## src/rtl/fft_frame_feeder_if.sv

```systemverilog
// Sample-in / complex-word-out bundle of the FFT frame feeder.
// Handshake: a beat moves on a rising edge where valid && ready; a source never drops valid or changes data before that beat.
interface fft_frame_feeder_if;
  logic [15:0] i_sample;
  logic        i_sample_valid;
  logic        o_sample_ready;
  logic        i_flush;
  logic [31:0] o_data;
  logic        o_data_valid;
  logic        i_data_ready;
  logic        o_last;
  logic        o_frame_done;
  logic        o_busy;

  modport master (
    input  i_sample, i_sample_valid, i_flush, i_data_ready,
    output o_sample_ready, o_data, o_data_valid, o_last, o_frame_done, o_busy
  );

  modport slave (
    output i_sample, i_sample_valid, i_flush, i_data_ready,
    input  o_sample_ready, o_data, o_data_valid, o_last, o_frame_done, o_busy
  );
endinterface

```

## src/rtl/fft_frame_feeder.sv

```systemverilog
// Buffers real samples, packs them as {16'h0, sample} and streams FRAME_LEN-word frames to the FFT.
// Define FFT_FEEDER_PAD_EN to build the flush flag and the zero-padding PAD state.
module fft_frame_feeder #(
  parameter int FRAME_LEN  = 1024,
  parameter int FIFO_DEPTH = 16
) (
  input  logic                i_clk,
  input  logic                i_rst,
  fft_frame_feeder_if.master  io_bus,
  output logic [1:0]          o_dbg_state
);
  localparam int AW = $clog2(FIFO_DEPTH);
  localparam int IW = $clog2(FRAME_LEN);
  localparam logic [IW-1:0] LAST_IDX = IW'(FRAME_LEN - 1);

`ifdef FFT_FEEDER_PAD_EN
  typedef enum logic [1:0] {S_IDLE = 2'd0, S_STREAM = 2'd1, S_PAD = 2'd2} state_t;
`else
  typedef enum logic [1:0] {S_IDLE = 2'd0, S_STREAM = 2'd1} state_t;
`endif

  state_t        r_state;
  state_t        w_state_nxt;

  logic [15:0]   r_mem [FIFO_DEPTH];
  logic [AW:0]   r_wr_ptr;
  logic [AW:0]   r_rd_ptr;
  logic [31:0]   r_data;
  logic          r_valid;
  logic          r_last;
  logic          r_frame_done;
  logic [IW-1:0] r_idx;

  logic          w_empty;
  logic          w_full;
  logic          w_wr;
  logic          w_rd;
  logic          w_xfer;
  logic          w_out_free;
  logic          w_load;
  logic [31:0]   w_load_word;
  logic [IW-1:0] w_load_idx;
  logic          w_sample_ready;

  assign w_empty    = (r_wr_ptr == r_rd_ptr);
  assign w_full     = (r_wr_ptr[AW] != r_rd_ptr[AW]) && (r_wr_ptr[AW-1:0] == r_rd_ptr[AW-1:0]);
  assign w_wr       = io_bus.i_sample_valid & w_sample_ready;
  assign w_xfer     = r_valid & io_bus.i_data_ready;
  assign w_out_free = ~r_valid | w_xfer;
  // A word loaded in the same cycle the current one leaves belongs to the next index.
  assign w_load_idx = w_xfer ? (r_idx + IW'(1)) : r_idx;

`ifdef FFT_FEEDER_PAD_EN
  logic r_flush;

  always_ff @(posedge i_clk) begin
    if (i_rst) begin
      r_flush <= 1'b0;
    end else if ((w_state_nxt == S_IDLE) && (r_state != S_IDLE)) begin
      r_flush <= 1'b0;
    end else if (io_bus.i_flush && ((r_idx != '0) || !w_empty || r_valid)) begin
      r_flush <= 1'b1;
    end
  end
`endif

  always_ff @(posedge i_clk) begin
    if (i_rst) begin
      r_state <= S_IDLE;
    end else begin
      r_state <= w_state_nxt;
    end
  end

  always_comb begin
    w_state_nxt = r_state;
    case (r_state)
      S_IDLE: begin
        if (!w_empty) w_state_nxt = S_STREAM;
      end
      S_STREAM: begin
        if (w_xfer && r_last && w_empty) begin
          w_state_nxt = S_IDLE;
        end
`ifdef FFT_FEEDER_PAD_EN
        // Pad only once every buffered sample has left and the frame is genuinely partial.
        else if (r_flush && w_empty && !w_wr && (r_idx != '0) && !(r_valid && r_last)) begin
          w_state_nxt = S_PAD;
        end
`endif
      end
`ifdef FFT_FEEDER_PAD_EN
      S_PAD: begin
        if (w_xfer && r_last) w_state_nxt = S_IDLE;
      end
`endif
      default: w_state_nxt = S_IDLE;
    endcase
  end

  always_comb begin
    w_sample_ready = ~i_rst & ~w_full;
    w_rd           = 1'b0;
    w_load         = 1'b0;
    w_load_word    = 32'h0;
    case (r_state)
      S_STREAM: begin
        w_rd        = w_out_free & ~w_empty;
        w_load      = w_out_free & ~w_empty;
        w_load_word = {16'h0000, r_mem[r_rd_ptr[AW-1:0]]};
      end
`ifdef FFT_FEEDER_PAD_EN
      S_PAD: begin
        w_sample_ready = 1'b0;
        w_load         = w_out_free & ~(w_xfer & r_last);
      end
`endif
      default: begin
        w_load = 1'b0;
      end
    endcase
  end

  always_ff @(posedge i_clk) begin
    if (w_wr) r_mem[r_wr_ptr[AW-1:0]] <= io_bus.i_sample;
  end

  always_ff @(posedge i_clk) begin
    if (i_rst) begin
      r_wr_ptr     <= '0;
      r_rd_ptr     <= '0;
      r_data       <= 32'h0;
      r_valid      <= 1'b0;
      r_last       <= 1'b0;
      r_idx        <= '0;
      r_frame_done <= 1'b0;
    end else begin
      if (w_wr) r_wr_ptr <= r_wr_ptr + (AW+1)'(1);
      if (w_rd) r_rd_ptr <= r_rd_ptr + (AW+1)'(1);
      if (w_load) begin
        r_valid <= 1'b1;
        r_data  <= w_load_word;
        r_last  <= (w_load_idx == LAST_IDX);
      end else if (w_xfer) begin
        r_valid <= 1'b0;
        r_last  <= 1'b0;
      end
      if (w_xfer) r_idx <= r_idx + IW'(1);
      r_frame_done <= w_xfer & r_last;
    end
  end

  assign io_bus.o_sample_ready = w_sample_ready;
  assign io_bus.o_data         = r_data;
  assign io_bus.o_data_valid   = r_valid;
  assign io_bus.o_last         = r_last;
  assign io_bus.o_frame_done   = r_frame_done;
  assign io_bus.o_busy         = (r_idx != '0) | ~w_empty | r_valid;
  assign o_dbg_state           = r_state;
endmodule

```

## src/flat_wrapper.sv

```systemverilog
// flat-port wrapper written by rule: the top's interface ports become plain ports
module fft_frame_feeder_flat 
#(
  parameter int FRAME_LEN  = 1024,
  parameter int FIFO_DEPTH = 16
)
  (i_clk, i_rst, o_dbg_state, io_bus_i_sample, io_bus_i_sample_valid, io_bus_i_flush, io_bus_i_data_ready, io_bus_o_sample_ready, io_bus_o_data, io_bus_o_data_valid, io_bus_o_last, io_bus_o_frame_done, io_bus_o_busy);
  fft_frame_feeder_if io_bus_i ();
  input  logic i_clk;
  input  logic i_rst;
  output logic [1:0] o_dbg_state;
  input wire logic [$bits(io_bus_i.i_sample)-1:0] io_bus_i_sample;
  input wire logic [$bits(io_bus_i.i_sample_valid)-1:0] io_bus_i_sample_valid;
  input wire logic [$bits(io_bus_i.i_flush)-1:0] io_bus_i_flush;
  input wire logic [$bits(io_bus_i.i_data_ready)-1:0] io_bus_i_data_ready;
  output wire logic [$bits(io_bus_i.o_sample_ready)-1:0] io_bus_o_sample_ready;
  output wire logic [$bits(io_bus_i.o_data)-1:0] io_bus_o_data;
  output wire logic [$bits(io_bus_i.o_data_valid)-1:0] io_bus_o_data_valid;
  output wire logic [$bits(io_bus_i.o_last)-1:0] io_bus_o_last;
  output wire logic [$bits(io_bus_i.o_frame_done)-1:0] io_bus_o_frame_done;
  output wire logic [$bits(io_bus_i.o_busy)-1:0] io_bus_o_busy;
  assign io_bus_i.i_sample = io_bus_i_sample;
  assign io_bus_i.i_sample_valid = io_bus_i_sample_valid;
  assign io_bus_i.i_flush = io_bus_i_flush;
  assign io_bus_i.i_data_ready = io_bus_i_data_ready;
  assign io_bus_o_sample_ready = io_bus_i.o_sample_ready;
  assign io_bus_o_data = io_bus_i.o_data;
  assign io_bus_o_data_valid = io_bus_i.o_data_valid;
  assign io_bus_o_last = io_bus_i.o_last;
  assign io_bus_o_frame_done = io_bus_i.o_frame_done;
  assign io_bus_o_busy = io_bus_i.o_busy;
  fft_frame_feeder #(.FRAME_LEN(FRAME_LEN), .FIFO_DEPTH(FIFO_DEPTH)) u_core (.i_clk(i_clk), .i_rst(i_rst), .io_bus(io_bus_i), .o_dbg_state(o_dbg_state));
endmodule
```

## config.mk

```make
export PLATFORM = sky130hd
export DESIGN_NAME = fft_frame_feeder_flat
export DESIGN_NICKNAME = d
export VERILOG_FILES = /design/src/rtl/fft_frame_feeder_if.sv /design/src/rtl/fft_frame_feeder.sv /design/src/flat_wrapper.sv
export SDC_FILE = /design/constraint.sdc
export NUM_CORES = 1
export LEC_CHECK = 0
export ABC_AREA = 1
export CORE_AREA = 10 10 145 180
export CTS_CLUSTER_DIAMETER = 30
export DETAILED_ROUTE_END_ITERATION = 6
export DIE_AREA = 0 0 155 190
export PLACE_DENSITY = 0.71
export SLEW_MARGIN = 20
export SYNTH_ARGS = -nofsm -noshare
export SYNTH_HDL_FRONTEND = slang
export SYNTH_SLANG_ARGS = --single-unit
export TNS_END_PERCENT = 30
```

## constraint.sdc

```tcl
create_clock -name i_clk -period 3.6 [get_ports i_clk]
set_input_delay 0.54 -clock i_clk [delete_from_list [all_inputs] [get_ports i_clk]]
set_output_delay 0.54 -clock i_clk [all_outputs]
set_load 0.1 [all_outputs]
```

# Word level (Yosys, flattened, before mapping)
# Memory sizes are Yosys's and may differ from the RTL's. A register that Yosys moved wholly into a read port is not among the register bits.
# Cells that the tools add are included.
[totals] ff_bits=57 ram_bits=256 out_inout_bits=39 mem_count=1
[op_classes] addsub=3 eq_ne=7 muxes=11 n_bitwise=12 n_reduce_logical=7
[mem_list] memory="u_core.r_mem" words=16 word_bits=16 read_ports=1 rd_clocked_by_memory_dff=1 write_ports=1 line="fft_frame_feeder.sv:25" source="logic [15:0] r_mem [FIFO_DEPTH];"
[ops] cell="$mux 16" count=1
[ops] cell="$add 10x1->10 const B" count=1
[ops] cell="$add 5x1->5 const B" count=2
[ops] cell="$eq 10x10->1 const B" count=1
[ops] cell="$mux 10" count=1
[ops] cell="$reduce_bool 10->1" count=1
[ops] cell="$mux 1" count=6
[ops] cell="$and 1x1->1" count=5
[ops] cell="$eq 5x5->1" count=1
[ops] cell="$eq 4x4->1" count=1
[ops] cell="$mux 2" count=2
[ops] cell="$not 1->1" count=4
[ops] cell="$pmux 2 s2" count=1
[ops] cell="$logic_and 1x1->1" count=3
[ops] cell="$or 1x1->1" count=3
[ops] cell="$eq 2x1->1 const B" count=1
[ops] cell="$logic_not 2->1" count=1
[ops] cell="$ne 2x1->1 const B" count=1
[ops] cell="$ne 2x2->1 const B" count=1
[ops] cell="$reduce_and 2->1" count=1
[ops] cell="$reduce_bool 2->1" count=1
[ops] cell="$ne 1x1->1" count=1

# Longest topological paths before layout
# Gate-level depths: netlist of the first run.
[logic_depth] depth_word=7 ltp_mapped=13 mapped_depth_nobuf=12

# Worst setup path before layout of the first run
# OpenSTA, ideal clock, no wires.
[synth_path] path_kind="input port to flip-flop" start="in i_rst" end="mem u_core.r_mem[7][0] (enable)" t_arrival_ps=2645 path_slack_ps=546 path_stages=7 n_path_buf=2 path_cell_list="clkbuf_1 > inv_1 > nand2_1 > inv_2 > nand2_2 > buf_6 > nor3_1"
[synth_between] elab_chain_len=5
[synth_rtl] item="start, declared" line="flat_wrapper.sv:10" source="input logic i_rst;"
[synth_rtl] item="$not 1->1" line="fft_frame_feeder.sv:102" source="w_sample_ready = ~i_rst & ~w_full;"
[synth_rtl] item="$and 1x1->1" line="fft_frame_feeder.sv:102"
[synth_rtl] item="net io_bus_o_sample_ready" line="flat_wrapper.sv:16" source="output wire logic [$bits(io_bus_i.o_sample_ready)-1:0] io_bus_o_sample_ready;"
[synth_rtl] item="$and 1x1->1" line="fft_frame_feeder.sv:47" source="assign w_wr = io_bus.i_sample_valid & w_sample_ready;"
[synth_rtl] item="$mux 1" line="fft_frame_feeder.sv:125" source="if (w_wr) r_mem[r_wr_ptr[AW-1:0]] <= io_bus.i_sample;"
[synth_rtl] item="$mux 1 (implied by the code)" line="fft_frame_feeder.sv:125"
[synth_rtl] item="end, declared" line="fft_frame_feeder.sv:25"
# The timed path passes the listed nets, and every way through them passes these cells.

# Final worst setup path of the first run
[layout_path] start="reg u_core.r_rd_ptr[1]" end="out io_bus_o_busy"
[layout_between] elab_chain_len=4
[layout_rtl] item="start, declared" line="fft_frame_feeder.sv:27" source="logic [AW:0] r_rd_ptr;"
[layout_rtl] item="start signal, assigned" line="fft_frame_feeder.sv:139" source="if (w_rd) r_rd_ptr <= r_rd_ptr + (AW+1)'(1);"
[layout_rtl] item="$eq 5x5->1" line="fft_frame_feeder.sv:45" source="assign w_empty = (r_wr_ptr == r_rd_ptr);"
[layout_rtl] item="$not 1->1" line="fft_frame_feeder.sv:158" source="assign io_bus.o_busy = (r_idx != '0) | ~w_empty | r_valid;"
[layout_rtl] item="$or 1x1->1 (2 in a row)" line="fft_frame_feeder.sv:158"
[layout_rtl] item="end, declared" line="flat_wrapper.sv:21" source="output wire logic [$bits(io_bus_i.o_busy)-1:0] io_bus_o_busy;"
# No other way between the ends.

==> results of run 1 <==
## routing by layer
layer / up-vias / track usage, %
met5: - / 0
met4: 0 / 7.824
met3: 50 / 3.999
met2: 292 / 30.96
met1: 3823 / 24.42
li1: 3703 / -
## cell type report
type                            instances  area (um2)
Clock buffer                           50        1155
Clock inverter                         28       275.3
Fill cell                            1715        8653
Inverter                               35       135.1
Multi-Input combinational cell        612        2994
Sequential cell                       296        8493
Tap cell                              288       360.3
Timing Repair Buffer                   72       663.1
## flip-flops by register name, summed over array words and instances (netlist names)
register / count
u_core.r_wr_ptr: 5
u_core.io_bus.o_frame_done: 1
u_core.r_rd_ptr: 5
u_core.io_bus.o_last: 1
u_core.r_idx: 10
u_core.io_bus.o_data_valid: 1
u_core.o_dbg_state: 1
u_core.io_bus.o_data: 16
u_core.r_mem: 256
## kinds of logic (layout without fill, tap and decap cells)
| logic type | after synthesis | in the layout | share of synthesized area (%) |
|---|---|---|---|
| buffers and inverters | 110 | 185 | 4.852 |
| AOI/OAI and AO/OA | 255 | 255 | 12.00 |
| adders and majority gates | 7 | 7 | 0.7320 |
| and+or+nand+nor | 329 | 329 | 11.15 |
| DFF | 296 | 296 | 70.94 |
| other | 1 | 17 | 0.03134 |
| xor gates and xnor gates | 4 | 4 | 0.2928 |
## path summary, 6_finish.rpt
kind	depth (start not counted)	slack, ns	endpoint	startpoint
max reg2reg	12	0.87	u_core.r_mem[5][12]	u_core.r_rd_ptr[2]
min	2	0.49	u_core.io_bus.o_frame_done	u_core.io_bus.o_last
max	7	0.82	io_bus_o_busy	u_core.r_rd_ptr[1]
min reg2reg	2	0.49	u_core.io_bus.o_frame_done	u_core.io_bus.o_last
## placed cells by master (no fill, tap or decap), drive strengths merged
master and n:
o221ai 24, nand4 3, o22ai 40, nor4 1, nor3 4, or3 1
xor2 2, inv 41, ha 7, a21oi 30, o211ai 8, clkbuf 50
xnor2 2, clkinvlp 5, bufinv 3, o21ai 153, clkdlybuf4s50 39, buf 33
edfxtp 256, nand3 25, nand3b 2, nand2 108, conb 17, clkinv 14
dfxtp 40, nor2 185
## power by group
group	total, W	internal [W]	switching (W)
logic	0.00119	0.000296	0.000898
clock network	0.00408	0.00255	0.00153
registers	0.00386	0.00379	0.0000681
total	0.00913	0.00663	0.00250
## worst reg2reg max path: stages, from the launching register on
cell,delay [ns]
dfxtp_1,0.36
buf_4,0.26
nand2_1,0.10
nand2_2,0.09
nor2_4,0.05
nand3b_1,0.07
nand2_1,0.06
inv_2,0.08
nand2_2,0.16
inv_1,0.23
nand2_1,0.18
nor2_2,0.47
buf_4,0.32
## per-stage QoR
stage / hold WS (ns) / cells / power [W] / utilization (%) / instance area [um2]
after floorplan: 0.4803 / 1018 / 0.004810 / - / 12030
after global placement: 0.4941 / 1303 / 0.005088 / 55.64 / 12650
after detailed placement: 0.5027 / 1303 / 0.005110 / 55.64 / 12650
after CTS: 0.4975 / 1381 / 0.009163 / 61.93 / 14080
after global routing: 0.5264 / 1381 / 0.009420 / 61.93 / 14080
final: 0.4947 / 1381 / 0.009127 / 61.93 / 14080
==> metrics.txt, run 1 <==
final setup TNS=0 ns; CP Capture Type=output port; post-synth cell types=35; CP max stage delay=0.59 ns; total length of routed wires=28310 um; area delta synth->final=17.64%; met3 routed wirelength=2111 um; Worst Path Max Fanout=19; worst slew pin tran=1.018 ns; Setup-failing EPs final=0; Setup Crit Path Kind=reg -> out; Slew HR=31.89%; initial core utilization=52.64%; cell chain of the critical path=inv_2 > nand2_1 > nand2_1 > nor2_2 > nand3_2 > or3_1 > buf_12; CTS Sinks=296; Synth Register Bits=296; routed wl met2=13760 um; initial antenna violation count=0; via count=7868; worst endpoint required time=3.06 ns; DR iter-0 viols=716; Worst Skew=0.01471 ns; placer congestion estimate=0.8448; Post-Place Worst Slack=0.7731 ns; met1 wire length=11560 um; critical path's slowest cell=dfxtp_2; Cells after Synth=1002; CP delay by family, top=simple AND/OR/NAND/NOR gates; Clk pin slew, worst setup/hold paths=0.05 ns; core area=22730 um2; asr flop ratio synth=0%; Tot GR Track Use=19.07%; most frequent cell after synthesis=edfxtp_1; pwr/cell area=648.4 nW/um2; fin. max-slew vios=0; Synth top area share=64.25%; CP dominant cell by count=nand2_1; drt first pass iters=6; uppermost layer routed=met4; Port Buffers=41; synthesized area=11970 um2; final global-route overflow total=0; RSZ-0062 raised after global routing=false; Avg Cell Area, Syn=11.94 um2; postcts setup bufs=0; leakage=4.907 nW; WP buf/inv=2; first-pass GRT wire length=43860 um; fin worst setup slack=0.8159 ns; yosys warns=0; drt drc=0; # rows=62; clk_lat worst skew=0.53 ns; outcome=finished clean; min Tclk post-route=2.784 ns; post-cts sizing count=0; die width=155 um; Nets=1087; worst vdd ir=590.4 uV; diode count=0; crit start category=flip-flop; main area contributors after synthesis=edfxtp_1 (64%), dfxtp_1 (6.7%), nor2_1 (5.6%); I/O pins=60; Synth area leader=edfxtp_1; post-route ant nets=0; sequential share of the synthesized area=70.94%; share of cells above drive strength 1=12.81%; CTS tree=built; vias in the first global route=7726; post-DP HPWL=15690 um; average wire per standard cell=20.50 um; Num CTS Buffers=42; final hold viol count=0; Commonest cells post-synth=edfxtp_1 (256), nor2_1 (180), o21ai_0 (132); number of enable flip-flop cells after synthesis=256; Clock H-tree levels=2; die area=29450 um2; clock tree buffer depth=3; final period utilization=77.34%; Max-Cap Viols=0; Root Buffer=clkbuf_16; CP arrival=2.24 ns; dominant synthesized flop cell=edfxtp_1; worst min path class=reg -> reg; Die Ht=190 um; hold buffer count at CTS=0; f_max=359.2 MHz; largest net degree at the start of global routing=101; vias per cell=5.697
Note: power is estimated with default switching activity, not from simulation.
==> run 2, diff against run 1 <==
Clock period 3.6 ns to 2.6 ns, I/O delays scaled along.
==> run 2 against run 1 <==
Compared with the run above:
- sequential power grew 38%
- via count up 1.1%
- flip-flop and latch count did not move
- critical path depth is the same
==> metrics.txt, run 2 (synthesis results as in run 1) <==
outcome=finished clean; Setup-failing EPs final=0 (unchanged); crit start category=flip-flop; I/O pins=60 (unchanged); final hold slack=0.4976 ns (+0.002868 ns); first-pass GRT wire length=43220 um (-1.4%); commonest cells after routing, fill and taps aside=edfxtp_1 (256), nor2_1 (166), o21ai_0 (132); total length of routed wires=28150 um (-0.58%); # rows=62 (unchanged); placer congestion estimate=0.8246 (-2.4%); Nets=1101 (+1.3%); min Tclk post-route=2.480 ns; vias in the first global route=7977 (+3.2%); die area=29450 um2 (unchanged); met1 usage=22.25% (-2.2 points); RSZ-0062 raised after global routing=false; design area=14220 um2 (+1.0%); worst slew pin tran=0.9438 ns (-0.07463 ns); Tot GR Track Use=18.64% (-0.42 points); via count=7955 (+1.1%); met2 Use GR=31.87% (+0.90 points); diode count=0 (unchanged); worst vdd ir=799.8 uV (+35%); commonest non-fill, non-tap cell in the layout=edfxtp_1; vias per cell=5.698 (about the same); worst endpoint required time=2.21 ns (-0.85 ns); post-route ant nets=0 (unchanged); largest net degree at the start of global routing=131 (+30%); hold buffer count at CTS=0 (unchanged); CTS tree=built; worst min path class=reg -> reg; final period utilization=95.38%; initial antenna violation count=0 (unchanged); Max-Cap Viols=0 (unchanged); drt drc=0 (unchanged); initial core utilization=52.64% (unchanged); clock tree buffer depth=3 (unchanged); Die Ht=190 um (unchanged); Worst Path Max Fanout=10 (-9); max reg flops=256 (unchanged); area delta synth->final=18.85%; core area=22730 um2 (unchanged); post-cts sizing count=0 (unchanged); Clk pin slew, worst setup/hold paths=0.05 ns (about the same); Placement Cell Area=12700 um2 (+0.43%); Slew HR=37.08% (+5.2 points); Num CTS Buffers=44 (+4.8%); pwr/cell area=908.9 nW/um2 (+40%); final non-filler cell total=1396 (+1.1%); post-DP HPWL=16160 um (+3.0%); postcts setup bufs=0 (unchanged); placed cell count=1315 (+0.92%); average wire per standard cell=20.16 um (-1.6%); share of cells above drive strength 1=15.97% (+3.2 points); CP Capture Type=output port; final global-route overflow total=0 (unchanged); die width=155 um (unchanged); drt first pass iters=6 (unchanged); FF-to-FF setup slack=0.42 ns (-0.45 ns); fin. max-slew vios=0 (unchanged); CP arrival=2.09 ns (-0.15 ns); Setup Crit Path Kind=reg -> out; DR iter-0 viols=759 (+6.0%); GR Util met3=3.751% (-0.25 points); clk_lat worst skew=0.54 ns (about the same); Root Buffer=clkbuf_16; final hold viol count=0 (unchanged); Port Buffers=41 (unchanged); Worst Skew=0.02484 ns (+0.01013 ns); f_max=403.2 MHz; final setup TNS=0 ns (unchanged); Clock H-tree levels=2 (unchanged); leakage=5.031 nW (+2.5%); CTS Sinks=296 (unchanged); Top Usage Layer GRT=met2
## run 2: changes by cell type in the layout (fill, tap and decap cells not counted), moves of 2 or more
cell,change
dfxtp_2,+2
clkinv_4,-2
dfxtp_1,-2
inv_8,-2
bufinv_16,+3
clkinvlp_4,+5
clkinv_2,-3
buf_4,+31
clkdlybuf4s50_1,-20
## run 2: stage by stage
step,util [%],total power (W),worst slack (ns)
floorplan,-,0.006660,0.03857
global placement,55.88,0.007043,0.4214
detailed placement,55.88,0.007074,0.3834
CTS,62.56,0.01299,0.04481
global route,62.57,0.01334,0.03601
finish,62.57,0.01293,0.1201
## run 2: path summary, 6_finish.rpt
check / depth (start not counted) / startpoint / to
setup / recovery: 7 / u_core.r_rd_ptr[2] / io_bus_o_busy
hold / removal: 2 / u_core.io_bus.o_last / u_core.io_bus.o_frame_done
setup reg to reg: 12 / u_core.r_rd_ptr[2] / u_core.r_mem[0][5]
hold reg to reg: 2 / u_core.io_bus.o_last / u_core.io_bus.o_frame_done
## run 2: power by group
group          internal (W)  leakage, nW  switching [W]
Combinational      0.000407         1.69        0.00128
Clock               0.00379        0.713        0.00215
Sequential          0.00525         2.63      0.0000638
## run 2: layout make-up
cell class | count | area (um2)
fill | 1657 | 8508
sequential | 296 | 8496
multi-input combinational | 612 | 2997
clock buffer | 49 | 1130
timing repair buffer | 84 | 715.7
clock inverter | 32 | 387.9
tap | 288 | 360.3
inverter | 35 | 135.1
## run 2: metal layers
layer | routed length (um) | share of wire (%)
met1 | 10960 | 39
met2 | 14230 | 51
met4 | 933 | 3.3
met5 | 0 | 0
met3 | 2033 | 7.2
## run 2: critical path, stage by stage (launching register included)
cell     delay (ns)
dfxtp_1        0.39
inv_2          0.15
nand2_1        0.10
nand2_2        0.06
nor2_4         0.11
nand3_2        0.12
or3_1          0.43
buf_12         0.19
